<file path="src/rtl/alu_sequencer_pkg.sv">
// alu_sequencer_pkg: opcodes, ALU function codes, FSM states and CCR bit positions
package alu_sequencer_pkg;
    localparam logic [3:0] OP_ADD = 4'h0;
    localparam logic [3:0] OP_SUB = 4'h1;
    localparam logic [3:0] OP_LSL = 4'h2;
    localparam logic [3:0] OP_LSR = 4'h3;
    localparam logic [3:0] OP_XOR = 4'h4;
    localparam logic [3:0] OP_COM = 4'h5;
    localparam logic [3:0] OP_NEG = 4'h6;
    localparam logic [3:0] OP_CLR = 4'h7;
    localparam logic [3:0] OP_LDI = 4'h8;
    localparam logic [3:0] OP_BRN = 4'h9;
    localparam logic [3:0] OP_BRZ = 4'hA;
    localparam logic [3:0] OP_BRV = 4'hB;
    localparam logic [3:0] OP_CMP = 4'hC;

    localparam int CCR_N = 2;
    localparam int CCR_V = 1;
    localparam int CCR_Z = 0;

    typedef enum logic [2:0] {F_ADD, F_SUB, F_LSL, F_LSR, F_XOR, F_COM, F_NEG, F_CLR} alu_fn_e;
    typedef enum logic [1:0] {IDLE, EXEC, DONE} state_e;
endpackage

</file>
<file path="src/rtl/alu_sequencer_if.sv">
// alu_sequencer_if: instruction handshake, ALU operand/result wires and retire status
interface alu_sequencer_if #(
    parameter int WIDTH = 8,
    parameter int OPW = 4
);
    logic             instr_valid;
    logic             instr_ready;
    logic [OPW-1:0]   opcode;
    logic [WIDTH-1:0] imm;
    logic [WIDTH-1:0] alu_a;
    logic [WIDTH-1:0] alu_b;
    logic [2:0]       alu_f;
    logic [WIDTH-1:0] alu_y;
    logic             alu_n;
    logic             alu_v;
    logic             alu_z;
    logic [WIDTH-1:0] acc;
    logic [2:0]       ccr;
    logic             done;
    logic             br_taken;

    modport master (
        output instr_valid, opcode, imm, alu_y, alu_n, alu_v, alu_z,
        input  instr_ready, alu_a, alu_b, alu_f, acc, ccr, done, br_taken
    );

    modport slave (
        input  instr_valid, opcode, imm, alu_y, alu_n, alu_v, alu_z,
        output instr_ready, alu_a, alu_b, alu_f, acc, ccr, done, br_taken
    );
endinterface

</file>
<file path="src/rtl/alu_sequencer.sv">
// alu_sequencer: issues one instruction to the combinational ALU every three cycles
// and writes the result back into the accumulator and condition-code register.
module alu_sequencer
    import alu_sequencer_pkg::*;
#(
    parameter int WIDTH = 8,
    parameter int OPW = 4
) (
    input logic clk,
    input logic reset,
    alu_sequencer_if.slave bus
);
    state_e state, next;
    logic [OPW-1:0] op;
    logic [WIDTH-1:0] imm_q;
    logic br_q;
    logic accept;

    always_ff @(posedge clk or posedge reset)
        if (reset) state <= IDLE;
        else state <= next;

    always_comb begin
        bus.instr_ready = state == IDLE && !reset;
        accept = bus.instr_valid && bus.instr_ready;
        bus.done = state == DONE;
        bus.br_taken = state == DONE && br_q;
        next = state == IDLE ? (accept ? EXEC : IDLE) : state == EXEC ? DONE : IDLE;
    end

    // ALU outputs are valid during EXEC, so writeback happens on the edge leaving it
    always_ff @(posedge clk or posedge reset) begin
        if (reset) begin
            op <= '0;
            imm_q <= '0;
            br_q <= 1'b0;
            bus.acc <= '0;
            bus.ccr <= '0;
            bus.alu_a <= '0;
            bus.alu_b <= '0;
            bus.alu_f <= '0;
        end else if (accept) begin
            op <= bus.opcode;
            imm_q <= bus.imm;
            br_q <= 1'b0;
            bus.alu_a <= bus.acc;
            bus.alu_b <= bus.imm;
            bus.alu_f <= bus.opcode == OP_CMP ? F_SUB : bus.opcode[2:0];
        end else if (state == EXEC) begin
            br_q <= (op == OP_BRN && bus.ccr[CCR_N]) ||
                    (op == OP_BRZ && bus.ccr[CCR_Z]) ||
                    (op == OP_BRV && bus.ccr[CCR_V]);
            if (op == OP_LDI) begin
                bus.acc <= imm_q;
                bus.ccr <= {imm_q[WIDTH-1], 1'b0, imm_q == '0};
            end else if (!op[OPW-1]) begin
                bus.acc <= bus.alu_y;
                bus.ccr <= {bus.alu_n, bus.alu_v, bus.alu_z};
            end else if (op == OP_CMP) begin
                bus.ccr <= {bus.alu_n, bus.alu_v, bus.alu_z};
            end
        end
    end
endmodule
</file>
<file path="src/flat_wrapper.sv">
// flat-port wrapper written by rule: the top's interface ports become plain ports
module alu_sequencer_flat import alu_sequencer_pkg::*;
#(
    parameter int WIDTH = 8,
    parameter int OPW = 4
)
  (clk, reset, bus_instr_valid, bus_opcode, bus_imm, bus_alu_y, bus_alu_n, bus_alu_v, bus_alu_z, bus_instr_ready, bus_alu_a, bus_alu_b, bus_alu_f, bus_acc, bus_ccr, bus_done, bus_br_taken);
  alu_sequencer_if #(.WIDTH(WIDTH), .OPW(OPW)) bus_i ();
  input logic clk;
  input logic reset;
  input wire logic [$bits(bus_i.instr_valid)-1:0] bus_instr_valid;
  input wire logic [$bits(bus_i.opcode)-1:0] bus_opcode;
  input wire logic [$bits(bus_i.imm)-1:0] bus_imm;
  input wire logic [$bits(bus_i.alu_y)-1:0] bus_alu_y;
  input wire logic [$bits(bus_i.alu_n)-1:0] bus_alu_n;
  input wire logic [$bits(bus_i.alu_v)-1:0] bus_alu_v;
  input wire logic [$bits(bus_i.alu_z)-1:0] bus_alu_z;
  output wire logic [$bits(bus_i.instr_ready)-1:0] bus_instr_ready;
  output wire logic [$bits(bus_i.alu_a)-1:0] bus_alu_a;
  output wire logic [$bits(bus_i.alu_b)-1:0] bus_alu_b;
  output wire logic [$bits(bus_i.alu_f)-1:0] bus_alu_f;
  output wire logic [$bits(bus_i.acc)-1:0] bus_acc;
  output wire logic [$bits(bus_i.ccr)-1:0] bus_ccr;
  output wire logic [$bits(bus_i.done)-1:0] bus_done;
  output wire logic [$bits(bus_i.br_taken)-1:0] bus_br_taken;
  assign bus_i.instr_valid = bus_instr_valid;
  assign bus_i.opcode = bus_opcode;
  assign bus_i.imm = bus_imm;
  assign bus_i.alu_y = bus_alu_y;
  assign bus_i.alu_n = bus_alu_n;
  assign bus_i.alu_v = bus_alu_v;
  assign bus_i.alu_z = bus_alu_z;
  assign bus_instr_ready = bus_i.instr_ready;
  assign bus_alu_a = bus_i.alu_a;
  assign bus_alu_b = bus_i.alu_b;
  assign bus_alu_f = bus_i.alu_f;
  assign bus_acc = bus_i.acc;
  assign bus_ccr = bus_i.ccr;
  assign bus_done = bus_i.done;
  assign bus_br_taken = bus_i.br_taken;
  alu_sequencer #(.WIDTH(WIDTH), .OPW(OPW)) u_core (.clk(clk), .reset(reset), .bus(bus_i));
endmodule
</file>
<file path="config.mk">
export PLATFORM = sky130hd
export DESIGN_NAME = alu_sequencer_flat
export DESIGN_NICKNAME = d
export VERILOG_FILES = /design/src/rtl/alu_sequencer_pkg.sv /design/src/rtl/alu_sequencer_if.sv /design/src/rtl/alu_sequencer.sv /design/src/flat_wrapper.sv
export SDC_FILE = /design/constraint.sdc
export NUM_CORES = 1
export LEC_CHECK = 0
export ABC_AREA = 1
export CORE_MARGIN = 5
export CORE_UTILIZATION = 40
export CTS_BUF_LIST = sky130_fd_sc_hd__clkbuf_4 sky130_fd_sc_hd__clkbuf_8
export DETAILED_ROUTE_END_ITERATION = 16
export PLACE_DENSITY = 0.81
export SYNTH_ARGS = -nofsm -noshare
export SYNTH_HDL_FRONTEND = slang
export SYNTH_SLANG_ARGS = --single-unit
</file>
<file path="constraint.sdc">
create_clock -name clk -period 2 [get_ports clk]
set_clock_uncertainty 0.2 [all_clocks]
set_input_delay 0.4 -clock clk [delete_from_list [all_inputs] [get_ports clk]]
set_output_delay 0.4 -clock clk [all_outputs]
set_load 0.005 [all_outputs]
</file>
==> impl_results.md <==
* DR iter-0 viols at 59
* Proportion of layout cells with a drive suffix above 1 at about 11%
* Final hold vios at 0
* Reg area at approximately 930 um2
* Unrepaired setup endpoints after global routing: false
* Crit start category: flip-flop
* Routed met3 length at 249 um
* Library cells used by synthesis at 21
* Int Power at approximately 1.9 mW
* Total GRT Usage at around 17%
* Largest net degree at the start of global routing at 38
* PortBufs at 58
* CP required at about 1.4 ns
* Synth Register Bits at 37
* TritonCTS Buffers at 5
* Final HPWL DP at 3070 um
* Antenna diode count at 0
* CTS tree: done
* Hold depth at 2
* Initial core utilization at between 40 and 50%
* Crit end category: output pin
* Detail Route met2 WL at a little under 2000 um
* Area of the die at 0.00551 mm2
* Drt wl/cell at between 10 and 15 um
* Multi-input gate area at roughly 630 um2
* Die Wd at between 70 and 80 um
* Number of global-route vias before repair at approximately 1500
* # setup viols final at 0
* Slew Limit Fails at 0
* P per Cell Area at approximately 1100 mW/mm2
* Total global routing overflow at 0
* Period Utilization, post-route at 96.5%
* Setup CP Type: flip-flop to output pin
* Comb power frac at a little under 30%
* Relative slew slack at ~70%
* Initial antenna violation count at 0
* FF-to-FF End: u_core.op[3]
* Post-synth top area share at a little under three fifths
* DRC at 0
* Syn Nets at 232
* Status: completed
* # hold bufs at CTS at 0
* Worst-Margin Slew at ~0.46 ns
* Num ports at just under 60
* Fill cells at around 370
* Max-cap violation count at 0
* Clk_lat worst skew at between 0.2 and 0.3 ns
* Leak pwr at about 1.2 nW
* Syn. warnings at 0
* Hold path start: u_core.bus.alu_a[1]
* Routed WL at 4050 um
* CP arrival at around 1.3 ns
* Syn-to-layout area delta at 48.6%
* Final min period at slightly below 2 ns
* HP Class: flip-flop to flip-flop
* VDD IR max at 0.000715 V
* WL met1 at 1780 um
* Yosys top cell by area: dfrtp_1
* Clock group share of total power at 28.4%
* Total power at ~2.7 mW
* Clock slew at reported path FFs at roughly 0.080 ns
* Power share of the sequential group at between 40% and 50%
* Mean Syn Cell Area at between 8 and 9 um2
* Mapped Cells at ~210
* Largest cells by area after synthesis: dfrtp_1 56%, nand2_1 24%, o21ai_1 2.7%, inv_1 2.7%, nor2_1 2.5%
* First-pass GRT wire length at around 6800 um
* Crit Reg-Reg Startpoint: u_core.state[0]
* Hold worst-path end: u_core.bus.alu_a[1]
* Routability-driven placement congestion ratio at 0.779
* Psw at 0.741 mW
* Core area at ~0.0040 mm2
* Crit path max fanout at 5
* Routed vias at between 1000 and 1500
* Max Used Layer: met4
* Rows at 23
* ANT nets after route at 0
* Die H at 74.3 um
* Synthesized area at about 0.0017 mm2
* CTS Root Cell: clkbuf_8
* Achievable Freq at 518 MHz
* CTS max path bufs at 2
* # clock sinks at 37
* R2R setup slack at roughly 0.47 ns
* FF-to-FF path depth at 6
* Avg Vias per Cell at between 4 and 5
* Drt first pass iters at 4
* Final hold slack at around 0.28 ns
* Sequential element share of the synthesized area at 56.1%
* Switch share at between 20% and 30%
* Final nets at approximately 300
* CTS H-Tree Depth at 2
## state kept, by name (all words and copies together), names as in the netlist
register and cells:
u_core.bus.alu_b 8, u_core.bus.ccr 3, u_core.bus.alu_a 8, u_core.br_q 1, u_core.bus.acc 8, u_core.op 4, u_core.bus.alu_f 3, u_core.state 2
## worst max-delay path by stage
| stage | cells past startpoint | start | end | slack [ns] |
|---|---|---|---|---|
| after global routing | 3 | u_core.state[1] | bus_done | 0.0009 |
| after detailed placement | 3 | reset | bus_instr_ready | -0.1 |
| final | 3 | u_core.state[1] | bus_done | 0.07 |
| after floorplan | 6 | reset | u_core.bus.alu_b[5] | 0.11 |
| after CTS | 3 | u_core.state[1] | bus_done | 0.06 |
| after global placement | 3 | reset | bus_instr_ready | -0.07 |
## metrics by stage
stage	TNS, ns	setup WS (ns)	area, um2	utilization, %	cells
5_1_grt	0	0.000853	2450	61.3	324
4_1_cts	0	0.0555	2450	61.3	324
6_report	0	0.0704	2450	61.3	324
3_3_place_gp	-0.0661	-0.0661	2310	57.8	315
2_1_floorplan	0	0.113	1660	-	206
3_5_place_dp	-0.0985	-0.0985	2310	57.8	315
## power by group through the flow
stage / sequential (mW) / combinational (mW) / clock [mW]
floorplan: 1.12 / 0.288 / 0
global placement: 1.13 / 0.777 / 0
detailed placement: 1.13 / 0.803 / 0
CTS: 1.12 / 0.809 / 0.774
global route: 1.16 / 0.884 / 0.807
finish: 1.12 / 0.792 / 0.759
## worst max-delay path, cell delays in order, from the launching register on
cell             delay, ns
dfrtp_2               0.42
inv_1                 0.05
nor2_1                0.07
clkdlybuf4s50_1       0.50
## area by class of cell
cell class	instances	area share (%)
flip-flops and latches	37	37.8
clock buffers	5	2.80
well taps	50	2.55
inverters	17	2.75
repair buffers	65	25.7
multi-input cells	147	25.8
clock inverters	3	2.65
## synth_stat cells, drive strengths merged
| library cell | number |
|---|---|
| buf | 5 |
| inv | 17 |
| a21oi | 4 |
| o21bai | 1 |
| nor2 | 14 |
| a22oi | 1 |
| and3 | 1 |
| nand2 | 107 |
| o21ai | 11 |
| dfrtp | 37 |
| nand3 | 7 |
| nor3 | 1 |
## logic make-up after synthesis
group,after synthesis,share of synthesized area (%)
simple gates,130,32.1
compound gates,17,6.14
flops,37,56.1
buf+inv,22,5.68
## per-layer routing
layer / vias to the layer above / GRT usage [%]
met5: - / 0
met4: 0 / 5.93
met3: 5 / 5.54
met2: 37 / 26.8
met1: 672 / 20.7
li1: 762 / -
## layout by cell type, fill, tap and decap left out
cell type	netlist	routed
and3_1	1	1
nand2_1	106	106
nor2_2	1	1
clkinv_2	0	1
nor3_1	1	1
o21ai_0	1	1
nand3_1	5	5
nand3_2	2	2
clkdlybuf4s50_1	0	56
o21ai_1	9	9
dfrtp_1	37	36
bufinv_16	0	2
a21oi_1	2	2
a22oi_1	1	1
o21bai_1	1	1
o21ai_2	1	1
nor2_4	2	2
clkinvlp_4	0	1
buf_4	2	7
inv_1	12	11
dfrtp_2	0	1
nand2_2	1	1
dlygate4sd2_1	0	2
clkbuf_8	0	5
inv_2	5	5
nor2_1	11	11
a21oi_2	2	2
## what timing repair did
item | in CTS | in global routing
endpoints found under the setup margin | 2 | 0
endpoints found under the hold margin | 0 | 0
buffers inserted | 1 | 0
resized for setup | 3 | 0
(Power assumes the default switching activity.)
